## config.mk

```make
export PLATFORM = sky130hd
export DESIGN_NAME = ex_stage_unit_flat
export DESIGN_NICKNAME = d
export VERILOG_FILES = /design/src/rtl/ex_stage_unit_if.sv /design/src/rtl/ex_stage_unit.sv /design/src/flat_wrapper.sv
export SDC_FILE = /design/constraint.sdc
export NUM_CORES = 2
export LEC_CHECK = 0
export BUFFER_PORTS_ARGS = -buffer_cell sky130_fd_sc_hd__buf_2
export CAP_MARGIN = 15
export CORE_AREA = 2 2 247 249
export CTS_BUF_LIST = sky130_fd_sc_hd__clkbuf_4
export DETAILED_ROUTE_END_ITERATION = 16
export DIE_AREA = 0 0 249 251
export HOLD_SLACK_MARGIN = 0.02
export PLACE_DENSITY = 0.89
export SLEW_MARGIN = 20
export SYNTH_ARGS = -nofsm -noshare
export SYNTH_HDL_FRONTEND = slang
export SYNTH_SLANG_ARGS = --single-unit
```

## constraint.sdc

```tcl
create_clock -name clk -period 29.1 [get_ports clk]
set_clock_uncertainty 0.05 [all_clocks]
set_input_delay 2.91 -clock clk [delete_from_list [all_inputs] [get_ports clk]]
set_output_delay 2.91 -clock clk [all_outputs]
set_load 0.02 [all_outputs]
```

## src/rtl/ex_stage_unit_if.sv

```systemverilog
// OF-latch to EX-stage bundle: operands and control in, EX/MA latch contents
// plus front-end stall/redirect out.
interface ex_stage_unit_if;
    logic [31:0] inst_in;
    logic [31:0] pc_in;
    logic [31:0] branchTarget_in;
    logic [31:0] OP1_in;
    logic [31:0] OP2_in;
    logic [31:0] B_in;
    logic [21:0] control_in;

    logic        ex_stall;
    logic        isbranch_taken;
    logic [31:0] branch_pc;
    logic [31:0] pc_out;
    logic [31:0] inst_out;
    logic [31:0] aluResult;
    logic [31:0] B_out;
    logic [21:0] control_out;

    modport master (
        output inst_in, pc_in, branchTarget_in, OP1_in, OP2_in, B_in, control_in,
        input  ex_stall, isbranch_taken, branch_pc,
        input  pc_out, inst_out, aluResult, B_out, control_out
    );

    modport slave (
        input  inst_in, pc_in, branchTarget_in, OP1_in, OP2_in, B_in, control_in,
        output ex_stall, isbranch_taken, branch_pc,
        output pc_out, inst_out, aluResult, B_out, control_out
    );
endinterface

```

## src/rtl/ex_stage_unit.sv

```systemverilog
// Execute stage: ALU, branch resolution on registered flags, iterative signed
// divider that stalls the front end, and the EX/MA pipeline latch.
module ex_stage_unit #(
    parameter logic [31:0] NOP_INST   = 32'h68000000,
    parameter int unsigned DIV_CYCLES = 32
) (
    input logic            clk,
    input logic            rst,
    ex_stage_unit_if.slave ex
);
    localparam int unsigned CNT_W = $clog2(DIV_CYCLES);
    localparam logic [CNT_W-1:0] LAST_STEP = CNT_W'(DIV_CYCLES - 1);

    typedef enum logic [1:0] {IDLE, RUN, DONE} div_state_e;

    div_state_e       state_q, state_d;
    logic [CNT_W-1:0] cnt_q, cnt_d;
    logic [31:0]      quo_q, quo_d, rem_q, rem_d, divisor_q, divisor_d;
    logic             qneg_q, qneg_d, rneg_q, rneg_d, dzero_q, dzero_d;
    logic             e_q, e_d, gt_q, gt_d;
    logic [31:0]      pc_out_q, pc_out_d, inst_out_q, inst_out_d;
    logic [31:0]      alu_q, alu_d, b_out_q, b_out_d;
    logic [21:0]      ctrl_q, ctrl_d;

    logic [21:0] c;
    logic        stall;
    logic [31:0] op1, op2, alu_res, quo_fix, rem_fix;
    logic [32:0] rem_shift;

    assign c   = ex.control_in;
    assign op1 = ex.OP1_in;
    assign op2 = ex.OP2_in;

    always_comb begin
        alu_res = '0;
        if (c[8])                        alu_res = ex.pc_in + 32'd4;
        else if (c[9] | c[1] | c[0])     alu_res = op1 + op2;
        else if (c[10])                  alu_res = op1 - op2;
        else if (c[12])                  alu_res = op1 * op2;
        else if (c[15])                  alu_res = op1 << op2[4:0];
        else if (c[16])                  alu_res = op1 >> op2[4:0];
        else if (c[17])                  alu_res = $signed(op1) >>> op2[4:0];
        else if (c[18])                  alu_res = op1 | op2;
        else if (c[19])                  alu_res = op1 & op2;
        else if (c[20])                  alu_res = ~op2;
        else if (c[21])                  alu_res = op2;
    end

    // Divide by zero yields all-ones quotient; remainder already equals the dividend.
    assign quo_fix   = dzero_q ? '1 : (qneg_q ? -quo_q : quo_q);
    assign rem_fix   = rneg_q ? -rem_q : rem_q;
    assign rem_shift = {rem_q, quo_q[31]};

    always_comb begin
        state_d   = state_q;
        cnt_d     = cnt_q;
        quo_d     = quo_q;
        rem_d     = rem_q;
        divisor_d = divisor_q;
        qneg_d    = qneg_q;
        rneg_d    = rneg_q;
        dzero_d   = dzero_q;
        stall     = 1'b0;
        unique case (state_q)
            IDLE: begin
                if (c[13] | c[14]) begin
                    stall     = 1'b1;
                    state_d   = RUN;
                    cnt_d     = '0;
                    quo_d     = op1[31] ? -op1 : op1;
                    rem_d     = '0;
                    divisor_d = op2[31] ? -op2 : op2;
                    qneg_d    = op1[31] ^ op2[31];
                    rneg_d    = op1[31];
                    dzero_d   = (op2 == '0);
                end
            end
            RUN: begin
                stall = 1'b1;
                if (rem_shift >= {1'b0, divisor_q}) begin
                    rem_d = rem_shift[31:0] - divisor_q;
                    quo_d = {quo_q[30:0], 1'b1};
                end else begin
                    rem_d = rem_shift[31:0];
                    quo_d = {quo_q[30:0], 1'b0};
                end
                cnt_d = cnt_q + 1'b1;
                if (cnt_q == LAST_STEP) state_d = DONE;
            end
            DONE:    state_d = IDLE;
            default: state_d = IDLE;
        endcase
    end

    always_comb begin
        e_d        = e_q;
        gt_d       = gt_q;
        pc_out_d   = '0;
        inst_out_d = NOP_INST;
        alu_d      = '0;
        b_out_d    = '0;
        ctrl_d     = '0;
        if (!stall) begin
            pc_out_d   = ex.pc_in;
            inst_out_d = ex.inst_in;
            alu_d      = (state_q == DONE) ? (c[14] ? rem_fix : quo_fix) : alu_res;
            b_out_d    = ex.B_in;
            ctrl_d     = c;
            if (c[11]) begin
                e_d  = (op1 == op2);
                gt_d = ($signed(op1) > $signed(op2));
            end
        end
    end

    assign ex.ex_stall       = stall;
    assign ex.isbranch_taken = ~stall & (c[7] | (c[2] & e_q) | (c[3] & gt_q));
    assign ex.branch_pc      = c[4] ? op1 : ex.branchTarget_in;
    assign ex.pc_out         = pc_out_q;
    assign ex.inst_out       = inst_out_q;
    assign ex.aluResult      = alu_q;
    assign ex.B_out          = b_out_q;
    assign ex.control_out    = ctrl_q;

    always_ff @(posedge clk) begin
        if (rst) begin
            state_q    <= IDLE;
            cnt_q      <= '0;
            quo_q      <= '0;
            rem_q      <= '0;
            divisor_q  <= '0;
            qneg_q     <= 1'b0;
            rneg_q     <= 1'b0;
            dzero_q    <= 1'b0;
            e_q        <= 1'b0;
            gt_q       <= 1'b0;
            pc_out_q   <= '0;
            inst_out_q <= NOP_INST;
            alu_q      <= '0;
            b_out_q    <= '0;
            ctrl_q     <= '0;
        end else begin
            state_q    <= state_d;
            cnt_q      <= cnt_d;
            quo_q      <= quo_d;
            rem_q      <= rem_d;
            divisor_q  <= divisor_d;
            qneg_q     <= qneg_d;
            rneg_q     <= rneg_d;
            dzero_q    <= dzero_d;
            e_q        <= e_d;
            gt_q       <= gt_d;
            pc_out_q   <= pc_out_d;
            inst_out_q <= inst_out_d;
            alu_q      <= alu_d;
            b_out_q    <= b_out_d;
            ctrl_q     <= ctrl_d;
        end
    end
endmodule

```

## src/flat_wrapper.sv

```systemverilog
// flat-port wrapper written by rule: the top's interface ports become plain ports
module ex_stage_unit_flat 
#(
    parameter logic [31:0] NOP_INST   = 32'h68000000,
    parameter int unsigned DIV_CYCLES = 32
)
  (clk, rst, ex_inst_in, ex_pc_in, ex_branchTarget_in, ex_OP1_in, ex_OP2_in, ex_B_in, ex_control_in, ex_ex_stall, ex_isbranch_taken, ex_branch_pc, ex_pc_out, ex_inst_out, ex_aluResult, ex_B_out, ex_control_out);
  ex_stage_unit_if ex_i ();
  input logic clk;
  input logic rst;
  input wire logic [$bits(ex_i.inst_in)-1:0] ex_inst_in;
  input wire logic [$bits(ex_i.pc_in)-1:0] ex_pc_in;
  input wire logic [$bits(ex_i.branchTarget_in)-1:0] ex_branchTarget_in;
  input wire logic [$bits(ex_i.OP1_in)-1:0] ex_OP1_in;
  input wire logic [$bits(ex_i.OP2_in)-1:0] ex_OP2_in;
  input wire logic [$bits(ex_i.B_in)-1:0] ex_B_in;
  input wire logic [$bits(ex_i.control_in)-1:0] ex_control_in;
  output wire logic [$bits(ex_i.ex_stall)-1:0] ex_ex_stall;
  output wire logic [$bits(ex_i.isbranch_taken)-1:0] ex_isbranch_taken;
  output wire logic [$bits(ex_i.branch_pc)-1:0] ex_branch_pc;
  output wire logic [$bits(ex_i.pc_out)-1:0] ex_pc_out;
  output wire logic [$bits(ex_i.inst_out)-1:0] ex_inst_out;
  output wire logic [$bits(ex_i.aluResult)-1:0] ex_aluResult;
  output wire logic [$bits(ex_i.B_out)-1:0] ex_B_out;
  output wire logic [$bits(ex_i.control_out)-1:0] ex_control_out;
  assign ex_i.inst_in = ex_inst_in;
  assign ex_i.pc_in = ex_pc_in;
  assign ex_i.branchTarget_in = ex_branchTarget_in;
  assign ex_i.OP1_in = ex_OP1_in;
  assign ex_i.OP2_in = ex_OP2_in;
  assign ex_i.B_in = ex_B_in;
  assign ex_i.control_in = ex_control_in;
  assign ex_ex_stall = ex_i.ex_stall;
  assign ex_isbranch_taken = ex_i.isbranch_taken;
  assign ex_branch_pc = ex_i.branch_pc;
  assign ex_pc_out = ex_i.pc_out;
  assign ex_inst_out = ex_i.inst_out;
  assign ex_aluResult = ex_i.aluResult;
  assign ex_B_out = ex_i.B_out;
  assign ex_control_out = ex_i.control_out;
  ex_stage_unit #(.NOP_INST(NOP_INST), .DIV_CYCLES(DIV_CYCLES)) u_core (.clk(clk), .rst(rst), .ex(ex_i));
endmodule
```

## Word-level counts from Yosys, hierarchy flattened

Cells that the tools add are included.

- RAM bits: 0
- Memories kept: 0
- Memory bits (read-only): 0
- Bits in registers: 258
- Latch bits: 0

- Mux-type cells: 32
- Shifts and indexed selects: 3
- Bitwise operators: 13
- Eq/ne operators: 6
- Add/subtract/negate cells: 9
- Magnitude comparators: 2
- Multipliers: 1
- Div/mod/pow operators: 0
- Reduce and logical (&&, ||, !) cells: 8

Operators with widths:

| operator | number |
|---|---|
| 32-bit two-way mux | 22 |
| 32-bit negator | 4 |
| 32-bit one-hot mux with 2 select lines | 2 |
| 32-bit subtractor | 2 |
| 33-bit by 32-bit >= comparator with 1-bit output | 1 |
| 32-bit by 3-bit adder with 32-bit output (second input constant) | 1 |
| 32-bit adder | 1 |
| 32-bit AND | 1 |
| 32-bit equality test | 1 |
| 32-bit greater-than comparator | 1 |
| 32-bit zero test | 1 |
| 32-bit by 32-bit multiplier with 32-bit output | 1 |
| 32-bit inverter | 1 |
| 32-bit bitwise OR | 1 |
| 32-bit by 5-bit left shift with 32-bit output | 1 |
| 32-bit by 5-bit >> shifter with 32-bit output | 1 |
| 32-bit by 5-bit >>> shifter with 32-bit output | 1 |
| 5-bit one-hot mux with 2 select lines | 1 |
| 2-bit AND reduction | 4 |
| 5-bit by 1-bit adder with 5-bit output (second input constant) | 1 |
| 5-bit equality test (second input constant) | 1 |
| 5-bit two-way mux | 1 |
| 1-bit bitwise OR | 5 |
| 2-bit two-way mux | 2 |
| other kinds (12) | 16 |

## Logic depth before layout (Yosys ltp)

- Depth in word-level cells: 12
- Gate-level depth with buffers: 32

## Worst setup path before layout

Ideal clock, no wire load.

- Kind: in2reg
- From: input ex_OP2_in[2]
- To: register u_core.alu_q[29] (netlist: u_core.ex.aluResult[29])
- Buffers on the path: 5
- Data arrival time: 11.204 ns
- Setup time: 0.117 ns
- Path slack: 17.729 ns
- Stages on the path: 30
- Path through: clkbuf_1 inv_1 clkbuf_1 clkbuf_1 clkbuf_1 buf_1 nor2_1 fa_1 inv_1 fa_1 fa_1 fa_1 inv_1 fa_1 inv_1 fa_1 inv_1 fa_1 fa_1 ha_1 and2_1 a221o_1 a21bo_2 a221o_1 a2111o_1 nand3_1 mux2i_1 and4b_1 a211o_1 a22o_1

- Cells in the longest elaborated chain, start to end: 9
- Elaborated cells between the ends (all ways): 14

Ends and longest elaborated chain:

| element | RTL line | RTL |
|---|---|---|
| start: declaration | flat_wrapper.sv:15 | `input wire logic [$bits(ex_i.OP2_in)-1:0] ex_OP2_in;` |
| branches (longest 6 deep; another with 32-bit by 32-bit multiplier with 32-bit output) | n/a |  |
| 32-bit two-way mux * | ex_stage_unit.sv:37 | `else if (c[9] \| c[1] \| c[0]) alu_res = op1 + op2;` |
| 32-bit two-way mux * | ex_stage_unit.sv:36 | `if (c[8]) alu_res = ex.pc_in + 32'd4;` |
| 32-bit two-way mux * | ex_stage_unit.sv:106 | `alu_d = (state_q == DONE) ? (c[14] ? rem_fix : quo_fix) : alu_res;` |
| end signal: assignment | ex_stage_unit.sv:155 | `alu_q <= alu_d;` |
| end: declaration | ex_stage_unit.sv:22 | `logic [31:0] alu_q, alu_d, b_out_q, b_out_d;` |

Mark *: on every way between the ends.
A chain may end at the register's enable or synchronous reset.

## Worst setup path after layout

- From: input ex_OP1_in[11]
- To: register u_core.alu_q[25] (netlist: u_core.ex.aluResult[25])

- Cells in the longest elaborated chain, start to end: 9
- Elaborated cells between the ends (all ways): 14

Ends and longest elaborated chain:

| element | RTL line | RTL |
|---|---|---|
| start: declaration | flat_wrapper.sv:14 | `input wire logic [$bits(ex_i.OP1_in)-1:0] ex_OP1_in;` |
| branches (longest 6 deep; another with 32-bit by 32-bit multiplier with 32-bit output) | n/a |  |
| 32-bit two-way mux * | ex_stage_unit.sv:37 |  |
| 32-bit two-way mux * | ex_stage_unit.sv:36 |  |
| 32-bit two-way mux * | ex_stage_unit.sv:106 |  |

Marked as above.

==> metrics.txt <==
result of the run=finished clean; cell count after synthesis=4779; placeable core region=59800 sq um; share of flip-flops with an asynchronous set or reset=0; Max Fclk=0.0898 GHz; hold_buf cts=0; Util after Layout=0.686; wire length on met3=27600 um; Yosys Warn Count=0; post-placement worst setup slack=17530 ps; Crit Path Category=in -> reg; clock sink count=258; total DRC errors in the routed layout=0; flop2flop setup slack=24590 ps; top post-synthesis cells by area=fa_1, dfxtp_1, ha_1; cell area reported after detailed placement=40300 sq um; htree depth=2; Crit path depth=24; Req. time, crit path=29620 ps; top flip-flop cell by instance count after synthesis=dfxtp_1; setup slack of the critical path after layout=17960 ps; destination of the worst hold path=u_core.gt_q; commonest cells in the netlist=nor2_1, inv_1, nand2_1, fa_1, a21oi_1; # rows=90; library cell with the highest instance count after synthesis=nor2_1; post-layout instance area=41000 sq um; weighted congestion reported at the end of routability-driven placement=1.11; setup repair after global routing missed its margin=false; full die area=62500 sq um; startpoint of the worst hold path=u_core.gt_q; cell depth of the worst min-delay path=2; drt wl/cell=30.0 um; register bit count reported by yosys=258; synth unique cells=78; portion of the clock cycle consumed by the worst path in the final layout=0.383; Largest stage delay, worst path=1090 ps; Clk Tree Root Cell=clkbuf_4; number of vias per cell=6.86; number of gates resized after CTS=0; clock-pin slew of the registers on the worst-case setup and hold paths=80 ps; crit-path cells=buf_2, clkinv_1, nor2_1, fa_1, fa_1, fa_1, inv_1, fa_1, inv_1, fa_1, inv_1, fa_1, inv_1, fa_1, fa_1, ha_1, and2_1, a221o_1, a21bo_2, a221o_1, a21oi_1, xnor2_1, a2111oi_1, nor3_1; source of the worst register-to-register timing path=u_core.divisor_q[3]; latest clock arrival within the worst-skew pair=770 ps; HPWL after DPL=130000 um; buffers inserted by post-CTS timing repair=0; CP endpoint kind=register; cell with the biggest individual delay on the critical path=a2111oi_1; crit-path max FO=20; number of cells on the worst reg-to-reg path=12; layout cell share with drive strength beyond 1=0.136; number of antenna violations at the first check in global routing=4; area share of the leading cell type in the synthesized netlist=0.216; number of inserted filler cells in the final layout=4835; Starting Density=0.637; wire length on met2=69900 um; Synth Net Count=5665; Overflow after GRT=0; count of buffers inserted at the top-level ports=399; maximum number of pins on one net before global-route repair=104; setup TNS after final layout=0 ps; final hold violation count=0; path class of the lowest-slack min-delay path=reg -> reg; portion of the post-synthesis area used by sequential elements=0.136; Vias=39759; first-pass iteration count of the detailed router=10; critical path data arrival time=11660 ps; initial detailed-routing violation count=6066; antenna-violating nets left=0; cell type contributing the most total cell area after synthesis=fa_1; num ports=400; wire length of the first global-routing pass=250000 um; Max Root-Sink Buffers=3; Layout Nets=5851; area of the multi-input gates=29700 sq um; shortest period the worst path allows=11140 ps; synthesis-to-finish area growth=7.67%; area of the mapped netlist=38100 sq um; transition time at the pin with the least slew margin=1240 ps; post-synthesis area per instance=7.97 sq um; cell family with the largest share of critical-path delay=adder cells; Die Height=251 um; met1 wire length=58700 um; Final Setup Violations=0; FF-to-FF End=u_core.rem_q[22]; total buffers and inverters traversed by the critical path=6; clock tree from TritonCTS=built; number of clock buffers inserted by TritonCTS=57; die outline width=249 um; most frequent cell on the critical path=fa_1; GRT Resource Usage Total=0.545; number of max-cap violations=0; detailed-route wire length=174000 um; count of flip-flops with a built-in enable after synthesis=0; vias in the first global route=38131; CP startpoint kind=primary input; Max Transition Viols Final=0; max_slew headroom=0.162; area of all sequential standard cells=5160 sq um; highest metal layer with signal wires=met5
-- layout by cell type, fill, tap and decap left out, types with 28 or more instances in the layout --
cell and instances:
mux2i_1 113, mux4_2 37, nand3_1 47, a21oi_1 274, mux2_2 57, xor2_1 103
dfxtp_1 258, o221ai_1 28, o22ai_1 32, and2_1 126, xnor2_1 163, buf_4 63
ha_1 259, buf_2 397, clkinv_1 34, a21o_1 49, nand2_1 448, a221oi_1 28
o31ai_1 50, clkbuf_4 79, a211oi_1 83, nor2_1 631, o21ai_0 225, nor3_1 52
inv_1 506, fa_1 411, o211ai_1 31, a22oi_1 29, nand2b_1 28, a31oi_1 37
-- cell type report --
class	instances	share of cell area
clock buffer	79	0.0145
multi-input combinational	3655	0.724
antenna	5	0.000305
sequential	258	0.126
clock inverter	25	0.00284
timing repair buffer	461	0.0603
tap	782	0.0239
inverter	532	0.0487
-- cells by family after synthesis --
family | Yosys count | share of synthesized area
compound gates | 1028 | 0.176
xor+xnor | 266 | 0.0612
buf+inv | 866 | 0.0861
fa+ha+maj | 670 | 0.301
flops | 258 | 0.136
mux | 207 | 0.0684
simple gates | 1484 | 0.172
-- registers in the layout (all words and copies together), names as in the netlist --
name	flops
u_core.divisor_q	32
u_core.ex.B_out	32
u_core.ex.aluResult	32
u_core.ex.inst_out	32
u_core.ex.pc_out	32
u_core.quo_q	32
u_core.rem_q	32
u_core.ex.control_out	22
u_core.cnt_q	5
u_core.state_q	2
u_core.dzero_q	1
u_core.e_q	1
u_core.gt_q	1
u_core.qneg_q	1
u_core.rneg_q	1
-- per-stage QoR --
stage / cells / hold slack, ps
floorplan: 4779 / 382
global placement: 5687 / 401
detailed placement: 5687 / 402
CTS: 5791 / 412
global route: 5793 / 425
finish: 5797 / 412
-- worst reg2reg max path, cell delays in order, from the launching register on --
cell and delay (ps):
dfxtp_1 470, inv_1 80, ha_1 380, o21a_1 140
o31a_1 180, o211a_1 240, nor4b_1 100, o31a_1 380
a21oi_1 530, a211o_1 680, buf_4 470, nand2_1 350
o21ai_0 310
-- worst max-delay path by stage --
| stage | from | endpoint | slack, ps |
|---|---|---|---|
| after global placement | ex_OP1_in[11] | u_core.ex.aluResult[25] | 17660 |
| after global routing | ex_OP1_in[11] | u_core.ex.aluResult[29] | 18050 |
| after floorplan | ex_OP2_in[2] | u_core.ex.aluResult[29] | 17730 |
| after detailed placement | ex_OP1_in[11] | u_core.ex.aluResult[25] | 17530 |
| after CTS | ex_OP1_in[11] | u_core.ex.aluResult[25] | 18320 |
| final | ex_OP1_in[11] | u_core.ex.aluResult[25] | 17960 |
-- layer usage --
metal  GRT usage  up-vias
met5           0        -
met4       0.425        2
met3       0.210     1045
met2       0.787     3602
met1       0.652    18726
li1            -    16384
Power is left out: the tool's default activity adds up to more than one toggle a clock period on the data nets, which glitch-free logic cannot reach.
